**src/rtl/lc3b_types.sv**
```systemverilog
// Shared LC-3b datapath types: a 16-bit word and a 128-bit cache line.
package lc3b_types;

  localparam int WORD_W = 16;
  localparam int LINE_W = 128;

  typedef logic [WORD_W-1:0] lc3b_word;
  typedef logic [LINE_W-1:0] lc3b_line;

endpackage

```
**src/rtl/cache_arbiter.sv**
```systemverilog
// Arbitrates one physical memory port between the I-cache and the D-cache.
// The FSM state alone records the current owner. Memory-side signals pass
// combinationally from the owning cache. Read data is broadcast to both caches;
// each cache qualifies that data with its own response signal.
module cache_arbiter
  import lc3b_types::*;
#(
  parameter bit FAIR = 1'b1
) (
  input  logic     clk,
  input  logic     rst_n,

  input  logic     icache_pmem_read,
  input  lc3b_word icache_pmem_address,
  output lc3b_line icache_pmem_rdata,
  output logic     icache_pmem_resp,

  input  logic     dcache_pmem_read,
  input  logic     dcache_pmem_write,
  input  lc3b_word dcache_pmem_address,
  input  lc3b_line dcache_pmem_wdata,
  output lc3b_line dcache_pmem_rdata,
  output logic     dcache_pmem_resp,

  output logic     pmem_read,
  output logic     pmem_write,
  output lc3b_word pmem_address,
  output lc3b_line pmem_wdata,
  input  lc3b_line pmem_rdata,
  input  logic     pmem_resp
);

  typedef enum logic [1:0] {
    IDLE    = 2'd0,
    SERVE_I = 2'd1,
    SERVE_D = 2'd2
  } state_t;

  typedef enum logic {
    OWNER_I = 1'b0,
    OWNER_D = 1'b1
  } owner_t;

  state_t state, state_next;
  owner_t last_served, last_served_next;

  logic i_req;
  logic d_req;

  assign i_req = icache_pmem_read;
  assign d_req = dcache_pmem_read | dcache_pmem_write;

  // Next-state logic. Every grant passes through IDLE. A grant from IDLE
  // updates last_served. A response or a dropped request returns the FSM to IDLE.
  always_comb begin
    state_next       = state;
    last_served_next = last_served;
    case (state)
      IDLE: begin
        if (i_req && d_req) begin
          // Under round-robin, the side that was not granted last time wins the conflict.
          if (FAIR && (last_served == OWNER_D)) begin
            state_next       = SERVE_I;
            last_served_next = OWNER_I;
          end else begin
            state_next       = SERVE_D;
            last_served_next = OWNER_D;
          end
        end else if (i_req) begin
          state_next       = SERVE_I;
          last_served_next = OWNER_I;
        end else if (d_req) begin
          state_next       = SERVE_D;
          last_served_next = OWNER_D;
        end
      end
      SERVE_I: begin
        if (pmem_resp || !i_req) state_next = IDLE;
      end
      SERVE_D: begin
        if (pmem_resp || !d_req) state_next = IDLE;
      end
      default: state_next = IDLE;
    endcase
  end

  // State and fairness registers. Reset is asynchronous, so the memory port releases immediately.
  always_ff @(posedge clk or negedge rst_n) begin
    if (!rst_n) begin
      state       <= IDLE;
      last_served <= OWNER_I;
    end else begin
      state       <= state_next;
      last_served <= last_served_next;
    end
  end

  // Output mux. The owner's signals reach memory. The response goes only to the owner.
  always_comb begin
    pmem_read        = 1'b0;
    pmem_write       = 1'b0;
    pmem_address     = '0;
    pmem_wdata       = '0;
    icache_pmem_resp = 1'b0;
    dcache_pmem_resp = 1'b0;
    case (state)
      SERVE_I: begin
        pmem_read        = icache_pmem_read;
        pmem_address     = icache_pmem_address;
        icache_pmem_resp = pmem_resp;
      end
      SERVE_D: begin
        // Read and write are passed through unchanged, even when both are set.
        pmem_read        = dcache_pmem_read;
        pmem_write       = dcache_pmem_write;
        pmem_address     = dcache_pmem_address;
        pmem_wdata       = dcache_pmem_wdata;
        dcache_pmem_resp = pmem_resp;
      end
      default: ;
    endcase
  end

  assign icache_pmem_rdata = pmem_rdata;
  assign dcache_pmem_rdata = pmem_rdata;

endmodule

```
**config.mk**
```make
export PLATFORM = sky130hd
export DESIGN_NAME = cache_arbiter
export DESIGN_NICKNAME = d
export VERILOG_FILES = /design/src/rtl/lc3b_types.sv /design/src/rtl/cache_arbiter.sv
export SDC_FILE = /design/constraint.sdc
export NUM_CORES = 1
export LEC_CHECK = 0
export ABC_AREA = 1
export BUFFER_PORTS_ARGS = -buffer_cell sky130_fd_sc_hd__buf_4
export CORE_AREA = 4 4 268 270
export CTS_CLUSTER_SIZE = 8
export DETAILED_ROUTE_END_ITERATION = 10
export DIE_AREA = 0 0 272 274
export GPL_TIMING_DRIVEN = 0
export MAX_ROUTING_LAYER = met4
export PLACE_DENSITY = 0.3
export SLEW_MARGIN = 20
export SYNTH_ARGS = -nofsm -noshare
export SYNTH_HDL_FRONTEND = slang
export SYNTH_SLANG_ARGS = --single-unit
```
**constraint.sdc**
```tcl
create_clock -name clk -period 2 [get_ports clk]
set_clock_uncertainty 0.2 [all_clocks]
set_input_delay 0.5 -clock clk [delete_from_list [all_inputs] [get_ports clk]]
set_output_delay 0.5 -clock clk [all_outputs]
set_load 0.01 [all_outputs]
```
After elaboration in Yosys (flattened, before gate mapping)
Index checks and enable logic that the tools add are counted.
{"block": "op_classes", "muxes": 17, "eq_ne": 5, "bitwise": 1, "n_reduce_logical": 9}
{"operator": "$mux W128", "count": 1}
{"operator": "$pmux W16 S2", "count": 1}
{"operator": "$mux W2", "count": 6}
{"operator": "$mux W1", "count": 7}
{"operator": "$pmux W2 S3", "count": 1}
{"operator": "$ne A2 B2 Y1 const B", "count": 2}
{"operator": "$ne A4 B4 Y1 const B", "count": 1}
{"operator": "$reduce_and A3 Y1", "count": 1}
{"operator": "$reduce_bool A3 Y1", "count": 1}
{"operator": "$eq A2 B1 Y1 const B", "count": 1}
{"operator": "$eq A2 B2 Y1 const B", "count": 1}
{"operator": "$logic_not A1 Y1", "count": 2}
{"operator": "$logic_not A2 Y1", "count": 1}
{"operator": "$logic_or A1 B1 Y1", "count": 2}
{"operator": "$pmux W1 S2", "count": 1}
{"operator": "$reduce_and A2 Y1", "count": 1}
{"operator": "$logic_and A1 B1 Y1", "count": 1}
{"operator": "$or A1 B1 Y1", "count": 1}
{"block": "word_totals", "regBits": 3, "word_cells": 34, "in_bits": 294, "out_inout_bits": 404}

Depth between registers and ports, before layout
{"block": "logic_depth", "depth_word": 5, "mapped_depth": 9, "mapped_depth_nobuf": 8}

Worst setup path before layout
Ideal clock, no wire load.
{"block": "synth_timing", "kind": "register to output", "from": "register state[0]", "to": "output port pmem_address[10]", "path_buffers": 1, "t_arrival_ns": 1.253, "required_time_ns": 1.300, "setup_slack_ns": 0.047, "stages_incl_launch_ff": 6, "cell_sequence": "dfrtp_1 -> inv_1 -> ha_1 -> clkinv_1 -> clkbuf_1 -> a21oi_1"}
{"block": "synth_between", "elab_chain_len": 2, "elab_cells_between_ends": 3, "cone_classes": "2 x eq/ne; 1 x mux"}
{"element": "start, declared", "line": "cache_arbiter.sv:44", "rtl": "state_t state, state_next;"}
{"element": "start signal, assigned", "line": "cache_arbiter.sv:93", "rtl": "state <= state_next;"}
{"element": "$eq A2 B2 Y1 / $eq A2 B1 Y1 (equally long branches)", "line": "cache_arbiter.sv:106", "rtl": "case (state)"}
{"element": "$pmux W16 S2 *", "line": "cache_arbiter.sv:106"}
{"element": "end, declared", "line": "cache_arbiter.sv:27", "rtl": "output lc3b_word pmem_address,"}
Every way passes the cells marked *; elsewhere a longest branch is shown, timed or not.

Worst setup path in the final report
{"block": "layout_timing", "from": "register state[0]", "to": "output port pmem_wdata[52]"}
{"block": "layout_between", "elab_chain_len": 2}
{"element": "$eq A2 B2 Y1", "line": "cache_arbiter.sv:106"}
{"element": "$mux W128", "line": "cache_arbiter.sv:106"}
{"element": "end, declared", "line": "cache_arbiter.sv:28", "rtl": "output lc3b_line pmem_wdata,"}
No other way between the ends.

==> results.txt <==
Critical path buffers and inverters - 6
FILL cells - 8115
vias after detailed routing - 5371
DRT iter0 DRCs - 71
Syn Nets - 914
Seq/Total Area, Yosys - 0.0219
TNS Setup - -32.86 ns
Pwr Density - 758 nW/um^2
Clock Latency Late Sink - 0.22 ns
clock sinks - 3
I/O Buffers - 569
Die W - 272 um
Hold Path Depth - 2
Remaining DRCs - 0
Synth top area share - 0.569
diodes inserted - 0
vias in the first global route - 5538
Placed Area - 8880 sq um
Final Critical Period - 2.29 ns
Ports - 698
pin count of the biggest net entering global routing - 11
YS warnings - 0
GRT Total Usage - 0.0601
nature of the critical path startpoint - register
area of the multi-input gates - 1190 sq um
critical path capture point type - output pin
Synth area leader - buf_4
r2r setup slk - 0.35 ns
most frequent cells in the layout - buf_4 (777), nand2_1 (109), inv_1 (86)
R2R depth - 9
Max Transition Viols Final - 0
CTS Buf Count - 3
Die ar. - 74500 sq um
sequential cell area - 75.1 sq um
violated checks - negative setup slack
Placer Congestion - 0.778
fmax - 0.436 GHz
Final Hold Fails - 0
Max Cap Viol - 0
CORE AREA - 69500 sq um
drt pass-1 iters - 4
worst slack, placed - -0.884 ns
Initial Util - 0.0494
slew at the pin closest to its max-slew limit - 0.280 ns
Arr. time, crit path - 1.59 ns
syn_area_per_cell - 5.56 sq um
Mapped Area - 3430 sq um
cell family with the largest share of critical-path delay - buffers and inverters
first-pass GRT wire length - 33500 um
most common cell after layout, fill and taps aside - buf_4
dpl hpwl - 23300 um
root buffer cell - clkbuf_16
CP Cell Sequence - inv_2 -> ha_4 -> buf_12 -> clkbuf_16 -> clkbuf_16 -> nand2_4 -> inv_2 -> buf_6
Fin Hold WS - 0.359 ns
Layout Nets - 1504
Final ANT Viol Nets - 0
Setup violations, final - 147
period utilisation layout - 1.15
P&R area growth vs syn - 192%
vias per cell - 2.50
initial antenna violation count - 0
Post-Route WL - 26100 um
CTS tree - yes
Die H - 274 um
routed length per placed instance - 12.2 um
layout cells sized above 1 - 0.825
Mapped Cells - 617
Max IR drop VDD - 471 uV
ranking of synthesized cells by area - buf_4 (57%), nand2_1 (19%), inv_1 (15%), a21oi_1 (2.5%), dfrtp_1 (2.2%)
Max Buffers Root-to-Sink - 2
CP max-delay cell - dfrtp_1
Yosys reg bits - 3
max incr delay on CP - 0.39 ns
Worst-path clk slew - 0.03 ns
global route overflow - 0
post-route cell area - 10000 sq um
RSZ-0062 raised after global routing - yes
kind of critical path - reg2out
Distinct cells, synth - 13
cell row count - 97
H-tree depth - 1
status - complete, but fails checks
Slew headroom - 0.813
fin util - 0.144
Hold Crit Class - reg2reg
Req. time, crit path - 1.30 ns
final worst setup slack - -0.293 ns
CP max FO - 8
Pleak - 5.98 nW
Crit path depth - 8
final timing paths:
| kind | from | endpoint |
|---|---|---|
| max in group asynchronous | rst_n | state[1] |
| max | state[0] | pmem_wdata[52] |
| max reg2reg | state[0] | state[1] |
| min | last_served | last_served |
| min in group asynchronous | rst_n | last_served |
| min reg2reg | last_served | last_served |
routing by layer:
layer  track usage  vias to the layer above  share of wire
met3        0.0123                       10          0.086
met1        0.0611                     2375           0.34
met2         0.122                      339           0.57
li1              -                     2647              -
met4       0.00575                        0         0.0075
met5             -                        -              0
state kept, by name, summed over array words and instances, names as in the netlist:
register,cells
state,2
last_served,1
Yosys cell counts:
cell and instances:
ha_1 3, clkinv_1 1, nor2_1 3, buf_4 260, o21ai_0 2, buf_2 14, clkbuf_1 1, a21boi_1 1
inv_1 136, nand2_1 172, nand3_1 4, a21oi_1 17, dfrtp_1 3
per-stage QoR:
stage,total power [mW],instances
after floorplan,2.45,617
after global placement,5.37,2126
after detailed placement,5.32,2126
after CTS,6.82,2139
after global routing,8.27,2146
final,7.60,2146
power by group:
part | internal, mW | switching (mW) | leakage [nW]
Combinational | 3.78 | 3.39 | 5.90
Sequential | 0.0916 | 0.0276 | 0.0374
Clock | 0.263 | 0.0546 | 0.0382
Total | 4.13 | 3.47 | 5.98
kinds of logic (layout without fill, tap and decap cells):
kind of cell / after synthesis / after routing / synth area share
buf+inv: 412 / 1001 / 0.740
simple gates: 179 / 179 / 0.197
compound gates: 20 / 20 / 0.0299
fa+ha+maj: 3 / 3 / 0.0109
flops: 3 / 3 / 0.0219
layout make-up:
class / count / area share
Tap cell: 940 / 0.117
Sequential cell: 3 / 0.00749
Timing Repair Buffer: 586 / 0.479
Buffer: 274 / 0.218
Multi-Input combinational cell: 202 / 0.119
Clock buffer: 4 / 0.00786
Inverter: 137 / 0.0520
timing repair:
item | in CTS | in global routing
pin swaps | 2 | 6
buffers inserted | 7 | 1
endpoints found under the hold margin | 3 | 0
setup endpoints to repair | 147 | 147
gates cloned | 1 | 7
hold buffers | 1 | 0
gates resized for setup | 113 | 155
tightest hold or removal path, cell delays in order (launching register included):
cell and delay, ns:
dfrtp_1 0.37, inv_1 0.05, o21ai_0 0.08
No activity file was read; power rests on OpenSTA's default activity.
